`src/rtl/apb_debug_fanout_bridge.sv`:
```
// Registered APB4 bridge: one upstream completer port fanned out to NUM_SLV downstream
// requester ports, with address decode, PPROT secure override, PSTRB normalisation and timeout.
module apb_debug_fanout_bridge #(
    parameter int                          ADDR_W       = 32,
    parameter int                          DATA_W       = 32,
    parameter int                          NUM_SLV      = 4,
    parameter logic [NUM_SLV*ADDR_W-1:0]   SLV_BASE     = {NUM_SLV{32'h0000_0000}},
    parameter logic [NUM_SLV*ADDR_W-1:0]   SLV_MASK     = {NUM_SLV{32'hFFFF_F000}},
    parameter bit                          FORCE_SECURE = 1'b1,
    parameter bit                          HAS_STRB     = 1'b1,
    parameter int                          TIMEOUT_CYC  = 256
) (
    input  logic                      clk,
    input  logic                      reset,
    input  logic [ADDR_W-1:0]         s_paddr,
    input  logic                      s_psel,
    input  logic                      s_penable,
    input  logic                      s_pwrite,
    input  logic [DATA_W-1:0]         s_pwdata,
    input  logic [2:0]                s_pprot,
    input  logic [DATA_W/8-1:0]       s_pstrb,
    output logic                      s_pready,
    output logic [DATA_W-1:0]         s_prdata,
    output logic                      s_pslverr,
    output logic [ADDR_W-1:0]         m_paddr,
    output logic [NUM_SLV-1:0]        m_psel,
    output logic                      m_penable,
    output logic                      m_pwrite,
    output logic [DATA_W-1:0]         m_pwdata,
    output logic [2:0]                m_pprot,
    output logic [DATA_W/8-1:0]       m_pstrb,
    input  logic [NUM_SLV-1:0]        m_pready,
    input  logic [NUM_SLV*DATA_W-1:0] m_prdata,
    input  logic [NUM_SLV-1:0]        m_pslverr,
    output logic [7:0]                err_cnt
);

    localparam int STRB_W = DATA_W / 8;
    localparam int SLOT_W = (NUM_SLV > 1) ? $clog2(NUM_SLV) : 1;
    localparam int CNT_W  = $clog2(TIMEOUT_CYC);
    localparam logic [CNT_W-1:0]   CNT_LAST = CNT_W'(TIMEOUT_CYC - 1);
    localparam logic [NUM_SLV-1:0] ONE_SLV  = NUM_SLV'(1);

    typedef enum logic [1:0] {
        ST_IDLE   = 2'd0,
        ST_SETUP  = 2'd1,
        ST_ACCESS = 2'd2,
        ST_RESP   = 2'd3
    } state_t;

    state_t              state_q;
    logic [SLOT_W-1:0]   slot_q;
    logic [CNT_W-1:0]    cnt_q;
    logic                s_pready_q;
    logic                s_pslverr_q;
    logic [DATA_W-1:0]   s_prdata_q;
    logic [ADDR_W-1:0]   m_paddr_q;
    logic [NUM_SLV-1:0]  m_psel_q;
    logic                m_penable_q;
    logic                m_pwrite_q;
    logic [DATA_W-1:0]   m_pwdata_q;
    logic [2:0]          m_pprot_q;
    logic [STRB_W-1:0]   m_pstrb_q;
    logic [7:0]          err_cnt_q;

    logic                hit_d;
    logic [SLOT_W-1:0]   slot_d;
    logic                sel_ready_s;
    logic                sel_err_s;
    logic [DATA_W-1:0]   sel_rdata_s;

    // Address decode; scanning downwards lets the lowest matching window win.
    always_comb begin
        hit_d  = 1'b0;
        slot_d = '0;
        for (int i = NUM_SLV - 1; i >= 0; i--) begin
            hit_d  = hit_d | ((s_paddr & SLV_MASK[i*ADDR_W +: ADDR_W]) ==
                              (SLV_BASE[i*ADDR_W +: ADDR_W] & SLV_MASK[i*ADDR_W +: ADDR_W]));
            slot_d = ((s_paddr & SLV_MASK[i*ADDR_W +: ADDR_W]) ==
                      (SLV_BASE[i*ADDR_W +: ADDR_W] & SLV_MASK[i*ADDR_W +: ADDR_W]))
                     ? SLOT_W'(i) : slot_d;
        end
    end

    // Response signals of the currently selected downstream slot.
    always_comb begin
        sel_ready_s = m_pready[slot_q];
        sel_err_s   = m_pslverr[slot_q];
        sel_rdata_s = m_prdata[slot_q*DATA_W +: DATA_W];
    end

    // Transfer FSM with all outputs registered.
    always_ff @(posedge clk or posedge reset) begin
        if (reset) begin
            state_q     <= ST_IDLE;
            slot_q      <= '0;
            cnt_q       <= '0;
            s_pready_q  <= 1'b0;
            s_pslverr_q <= 1'b0;
            s_prdata_q  <= '0;
            m_paddr_q   <= '0;
            m_psel_q    <= '0;
            m_penable_q <= 1'b0;
            m_pwrite_q  <= 1'b0;
            m_pwdata_q  <= '0;
            m_pprot_q   <= 3'b000;
            m_pstrb_q   <= '0;
            err_cnt_q   <= 8'd0;
        end else begin
            case (state_q)
                ST_IDLE: begin
                    if (s_psel && !s_penable) begin
                        m_paddr_q  <= s_paddr;
                        m_pwrite_q <= s_pwrite;
                        m_pwdata_q <= s_pwdata;
                        m_pprot_q  <= {s_pprot[2], (FORCE_SECURE ? 1'b0 : s_pprot[1]), s_pprot[0]};
                        m_pstrb_q  <= !s_pwrite ? '0 : (HAS_STRB ? s_pstrb : '1);
                        slot_q     <= slot_d;
                        cnt_q      <= '0;
                        if (hit_d) begin
                            m_psel_q <= ONE_SLV << slot_d;
                            state_q  <= ST_SETUP;
                        end else begin
                            s_pready_q  <= 1'b1;
                            s_pslverr_q <= 1'b1;
                            s_prdata_q  <= '0;
                            err_cnt_q   <= (err_cnt_q == 8'hFF) ? 8'hFF : err_cnt_q + 8'd1;
                            state_q     <= ST_RESP;
                        end
                    end
                end
                ST_SETUP: begin
                    m_penable_q <= 1'b1;
                    state_q     <= ST_ACCESS;
                end
                ST_ACCESS: begin
                    if (sel_ready_s) begin
                        m_psel_q    <= '0;
                        m_penable_q <= 1'b0;
                        s_pready_q  <= 1'b1;
                        s_pslverr_q <= sel_err_s;
                        s_prdata_q  <= (m_pwrite_q || sel_err_s) ? '0 : sel_rdata_s;
                        cnt_q       <= '0;
                        state_q     <= ST_RESP;
                    end else if (cnt_q == CNT_LAST) begin
                        // Abort: the slave never answered, so drop the select and report an error.
                        m_psel_q    <= '0;
                        m_penable_q <= 1'b0;
                        s_pready_q  <= 1'b1;
                        s_pslverr_q <= 1'b1;
                        s_prdata_q  <= '0;
                        cnt_q       <= '0;
                        err_cnt_q   <= (err_cnt_q == 8'hFF) ? 8'hFF : err_cnt_q + 8'd1;
                        state_q     <= ST_RESP;
                    end else begin
                        cnt_q <= cnt_q + {{(CNT_W-1){1'b0}}, 1'b1};
                    end
                end
                ST_RESP: begin
                    s_pready_q  <= 1'b0;
                    s_pslverr_q <= 1'b0;
                    s_prdata_q  <= '0;
                    state_q     <= ST_IDLE;
                end
                default: begin
                    state_q <= ST_IDLE;
                end
            endcase
        end
    end

    assign s_pready  = s_pready_q;
    assign s_pslverr = s_pslverr_q;
    assign s_prdata  = s_prdata_q;
    assign m_paddr   = m_paddr_q;
    assign m_psel    = m_psel_q;
    assign m_penable = m_penable_q;
    assign m_pwrite  = m_pwrite_q;
    assign m_pwdata  = m_pwdata_q;
    assign m_pprot   = m_pprot_q;
    assign m_pstrb   = m_pstrb_q;
    assign err_cnt   = err_cnt_q;

endmodule

```
`config.mk`:
```
export PLATFORM = sky130hd
export DESIGN_NAME = apb_debug_fanout_bridge
export DESIGN_NICKNAME = d
export VERILOG_FILES = /design/src/rtl/apb_debug_fanout_bridge.sv
export SDC_FILE = /design/constraint.sdc
export NUM_CORES = 1
export LEC_CHECK = 0
export ABC_AREA = 1
export ABC_CLOCK_PERIOD_IN_PS = 8490
export CAP_MARGIN = 40
export CORE_UTILIZATION = 35
export CTS_BUF_LIST = sky130_fd_sc_hd__clkbuf_4 sky130_fd_sc_hd__clkbuf_8
export DETAILED_ROUTE_END_ITERATION = 10
export PLACE_DENSITY = 0.8
export SLEW_MARGIN = 25
export SYNTH_ARGS = -nofsm -noshare
export SYNTH_HDL_FRONTEND = slang
export SYNTH_SLANG_ARGS = --single-unit
export TNS_END_PERCENT = 20
```
`constraint.sdc`:
```
create_clock -name clk -period 8.49 [get_ports clk]
set_clock_uncertainty 0.1 [all_clocks]
set_input_delay 1.698 -clock clk [delete_from_list [all_inputs] [get_ports clk]]
set_output_delay 1.698 -clock clk [all_outputs]
set_load 0.05 [all_outputs]
```
# Yosys cells after proc, flatten, opt, wreduce, memory -nomap -nowiden
# Cells that the tools add are included.
# word_totals
latch_bits	0
word_cells	78
mem_bits_rw	0
input_bits	212
out_inout_bits	119
romBits	0
reg_bits	128
memories	0
# op_classes
div	0
shift	0
n_mul	0
eq_ne	11
n_reduce_logical	15
bitwise_logic	0
add_sub_neg	2
magnitude_cmp	0
n_mux	37
# op_table
op	count
32-bit two-way mux	5
32-bit case mux with 3 select lines	1
8-bit two-way mux	8
32-bit logical NOT	1
8-bit case mux with 2 select lines	2
4-bit two-way mux	5
8-bit by 1-bit adder with 8-bit output, second input constant	2
8-bit == test, second input constant	2
2-bit != test, second input constant	5
2-bit two-way mux	4
2-bit case mux with 4 select lines	1
4-bit case mux with 2 select lines	1
2-bit AND reduction	4
4-bit AND reduction	2
1-bit two-way mux	7
1-bit case mux with 3 select lines	2
5-bit AND reduction	1
2-bit == test, second input constant	2
2-bit nonzero test	2
3-bit != test, second input constant	1
3-bit nonzero test	1
2-bit by 1-bit == test with 1-bit output, second input constant	1
2-bit logical NOT	1
1-bit case mux with 2 select lines	1
other kinds (3)	3

# Depth between registers and ports, before layout
# logic_depth
ltp_word	5
depth_mapped	10
depth_no_buf	10

# Least setup slack after synthesis
# Ideal clock, no wire load.
# synth_timing
path_type	input-to-reg
from	input port s_paddr[31]
to	register s_prdata_q[7], in the netlist s_prdata[7]
n_path_buf	1
slack_ns	5.719
required_time_ns	8.325
arrival_time_ns	2.606
setup_time_ns	0.065
stages	8
cell_sequence	nor2_1 > nand2_1 > nor2_2 > nand4_4 > nand3_4 > buf_2 > nand2_1 > nand2_1
# synth_via
elab_chain_cells	3
# synth_lines
element	line	text
start, declared	15	input logic [ADDR_W-1:0] s_paddr,
32-bit logical NOT	77	hit_d = hit_d | ((s_paddr & SLV_MASK[i*ADDR_W +: ADDR_W]) ==
2-bit != test (no line)	-	
4-bit AND reduction (no line)	-	
end signal, assigned	142	s_prdata_q <= (m_pwrite_q || sel_err_s) ? '0 : sel_rdata_s;
end, declared	56	logic [DATA_W-1:0] s_prdata_q;
# Every way passes these cells.
# A chain may end at the register's enable or synchronous reset.

# Worst setup path after layout
# layout_timing
from	input port s_psel
to	register err_cnt_q[5], in the netlist err_cnt[5]
# layout_via
elab_chain_cells	3
# layout_lines
element	line	text
start, declared	16	input logic s_psel,
1-bit logical AND	112	if (s_psel && !s_penable) begin
2-bit != test (no line)	-	
5-bit AND reduction (no line)	-	
end signal, assigned	127	err_cnt_q <= (err_cnt_q == 8'hFF) ? 8'hFF : err_cnt_q + 8'd1;
end signal, assigned	153	err_cnt_q <= (err_cnt_q == 8'hFF) ? 8'hFF : err_cnt_q + 8'd1;
end, declared	64	logic [7:0] err_cnt_q;
# Every way passes these cells.

==> impl_results.md <==
- CP Max Fanout: 51
- Final WL: 16410 um
- Post-CTS Setup Repair Bufs: 0
- WHS Endpoint: m_paddr[8]$_DFFE_PP0P_
- IO Count: 331
- Final Hold Fails: 0
- Clk slew on worst S/H paths: 70 ps
- Final instance area: 0.008661 mm^2
- Dpl cell area: 0.008215 mm^2
- I/O Buffers: 223
- Worst path most repeated cell: nand2_1
- Synth Warn #: 0
- Post-route DRC violation count: 0
- Die Y: 131.7 um
- Non-Filler Instances: 1166
- DR iter-0 viols: 344
- DIE WIDTH: 131.7 um
- Max stage delay on crit path: 550 ps
- Placed Cells incl. Taps: 1134
- Max Cap Viol: 0
- Die footprint: 0.01735 mm^2
- Tmin final: 3702 ps
- First-pass detailed-route iteration total: 8
- CTS resizes: 0
- GR Util All Layers: 0.1926
- CP top delay family: simple AND/OR/NAND/NOR gates
- Cell Pwr Density: 376.6 mW/mm^2
- CTS tree: done
- Setup CP Type: input pin to flop
- Initial Util: 0.3565
- Initial antenna violation count: 0
- WP data arrival: 3930 ps
- Hold Path Cell Cnt: 2
- Hold buffers post-CTS: 0
- Clock sinks: 125
- WP buf/inv: 2
- HP Start: m_paddr[8]$_DFFE_PP0P_
- CTS max path bufs: 2
- Area leader, netlist: dfrtp_1
- Fin. max-slew vios: 0
- Tcrit/Tclk final: 0.4361
- Leading cell type in the layout, fill and taps excluded: nand2_1
- Leak: 4.288 nW
- Most frequent cells in the layout: nand2_1 (323), clkdlybuf4s50_1 (223), dfrtp_1 (125)
- Slew headroom: 0.4505
- Worst slew pin tran: 824.3 ps
- Routed Antenna Nets: 0
- Setup crit start kind: input pin
- WP data required: 8720 ps
- Largest net degree at the start of global routing: 79
- CORE AREA: 0.01652 mm^2
- Layout cell share with drive strength beyond 1: 0.06765
- GRT Residual Overflow: 0
- VDD IR max: 0.0001978 V
- Number of buffers created by CTS: 17
- Worst path depth: 9
- Via count: 5377
- CP Cell Sequence: clkdlybuf4s50_1 -> nand2_1 -> nor2_4 -> buf_4 -> a21oi_4 -> nor2_8 -> nand3_4 -> nand2_1 -> nand2_1
- Setup TNS: 0 ps
- Vias in the first global route: 5063
- R2r startpoint: state_q[0]$_DFFE_PP0P_
- Reg2reg setup slack: 5610 ps
- Synthesized area per cell: 8.193 um^2
- Hpwl dp: 11350 um
- Reg2reg path depth: 10
- Diode count: 0
- Endpoints failing setup: 0
- Nets: 1152
- Library cells used by synthesis: 33
- H-tree lvl count: 4
- DR vias/cell: 4.611
- WL per Instance: 14.07 um
- First-pass GRT wire length: 26390 um
- Crit-path slowest cell: buf_4
- Post-synthesis cell area: 0.005891 mm^2
- Crit. End Element: flop
- Syn Inst Count: 719
- Clock root buffer: clkbuf_8
- Seq/Total Area, Yosys: 0.5310
- Fmax achieved: 270.1 MHz
- Number of synthesized register bits: 125
- Post-synth top area share: 0.5310
- Clk Latency, worst-skew pair: 440 ps
- Syn-to-layout area delta: 47.03%
- Hold WC Path Type: flop to flop
- Reg2reg end: err_cnt[5]$_DFFE_PP0P_
- Run status: complete, no violations
- Final Wtd Congestion: 0.8319
- RSZ-0062 raised after global routing: false
- # rows: 47
- Dominant cells by area after synthesis: dfrtp_1 (53%), nand2_1 (21%), nand4_1 (4.8%), inv_1 (3.6%), nor2_1 (3.4%)
==> layout make-up <==
class                   instances  area [um^2]
multi-input cells             500         2275
clock inverters                13        190.2
repair buffers                228         2302
well taps                     220        275.3
flip-flops and latches        125         3128
fillers                      1537         7864
inverters                      61        235.2
clock buffers                  19        255.2
==> layer usage <==
| layer | wire, um | share of wire | GRT usage |
|---|---|---|---|
| met1 | 7229 | 0.44 | 0.2555 |
| met2 | 7721 | 0.47 | 0.3001 |
| met3 | 1305 | 0.080 | 0.06459 |
| met4 | 149 | 0.0091 | 0.05297 |
| met5 | 0 | 0 | 0 |
==> registers in the layout, summed over array words and instances (netlist names) <==
| register | flops |
|---|---|
| m_paddr | 32 |
| m_pwdata | 32 |
| s_prdata | 32 |
| cnt_q | 8 |
| err_cnt | 8 |
| m_pstrb | 4 |
| m_pprot | 2 |
| state_q | 2 |
| m_penable | 1 |
| m_psel | 1 |
| m_pwrite | 1 |
| s_pready | 1 |
| s_pslverr | 1 |
==> synth_stat cells, drive strengths merged <==
master and number:
dfrtp 125, nor2 64, nor3 3, nor3b 1, inv 60, nand4 46, xnor2 1, conb 1
ha 7, a21oi 5, o211ai 1, xor2 2, clkbuf 8, o41ai 1, buf 28, clkinv 1
o21ai 17, nand3 20, nand2 328
==> metrics by stage <==
step,util,hold slack (ps),power [mW],worst slack (ps)
after floorplan,-,375.4,2.141,3364
after global placement,0.4942,352.1,2.657,4231
after detailed placement,0.4972,357.7,2.697,4301
after CTS,0.5241,375.2,3.296,4780
after global routing,0.5241,386.8,3.438,4563
final,0.5241,370.3,3.261,4788
==> worst reg2reg max path: stages (launching register included) <==
cell,delay [ps]
dfrtp_1,400
inv_1,120
ha_1,350
inv_2,130
nor2_4,400
buf_4,550
a21oi_4,180
nor2_8,200
nand3_4,150
nand2_1,130
nand2_1,50
==> how the worst max path moves through the flow <==
stage / from / endpoint / slack, ps
finish: s_psel / err_cnt[5]$_DFFE_PP0P_ / 4790
global route: s_paddr[29] / s_prdata[4]$_DFFE_PP0P_ / 4560
CTS: s_psel / err_cnt[5]$_DFFE_PP0P_ / 4780
detailed placement: s_paddr[29] / s_prdata[25]$_DFFE_PP0P_ / 4300
global placement: s_psel / s_prdata[12]$_DFFE_PP0P_ / 4230
floorplan: reset / cnt_q[0]$_DFFE_PP0P_ / 3360
==> where the power goes <==
part	internal, mW	switching [mW]	total (mW)	leakage (nW)
Clock	0.332	0.253	0.586	0.212
Combinational	0.545	1.20	1.74	2.46
Sequential	0.804	0.127	0.931	1.62
Total	1.68	1.58	3.26	4.29
==> kinds of logic (layout without fill, tap and decap cells) <==
group,Yosys count,count (layout),share of synthesized area
flops,125,125,0.5310
simple gates,462,462,0.3371
compound gates,24,24,0.02676
xor+xnor,3,3,0.004461
other cells,1,4,0.0006366
fa+ha+maj,7,7,0.01487
buf+inv,97,321,0.08517
No activity file was read; power rests on OpenSTA's default activity.
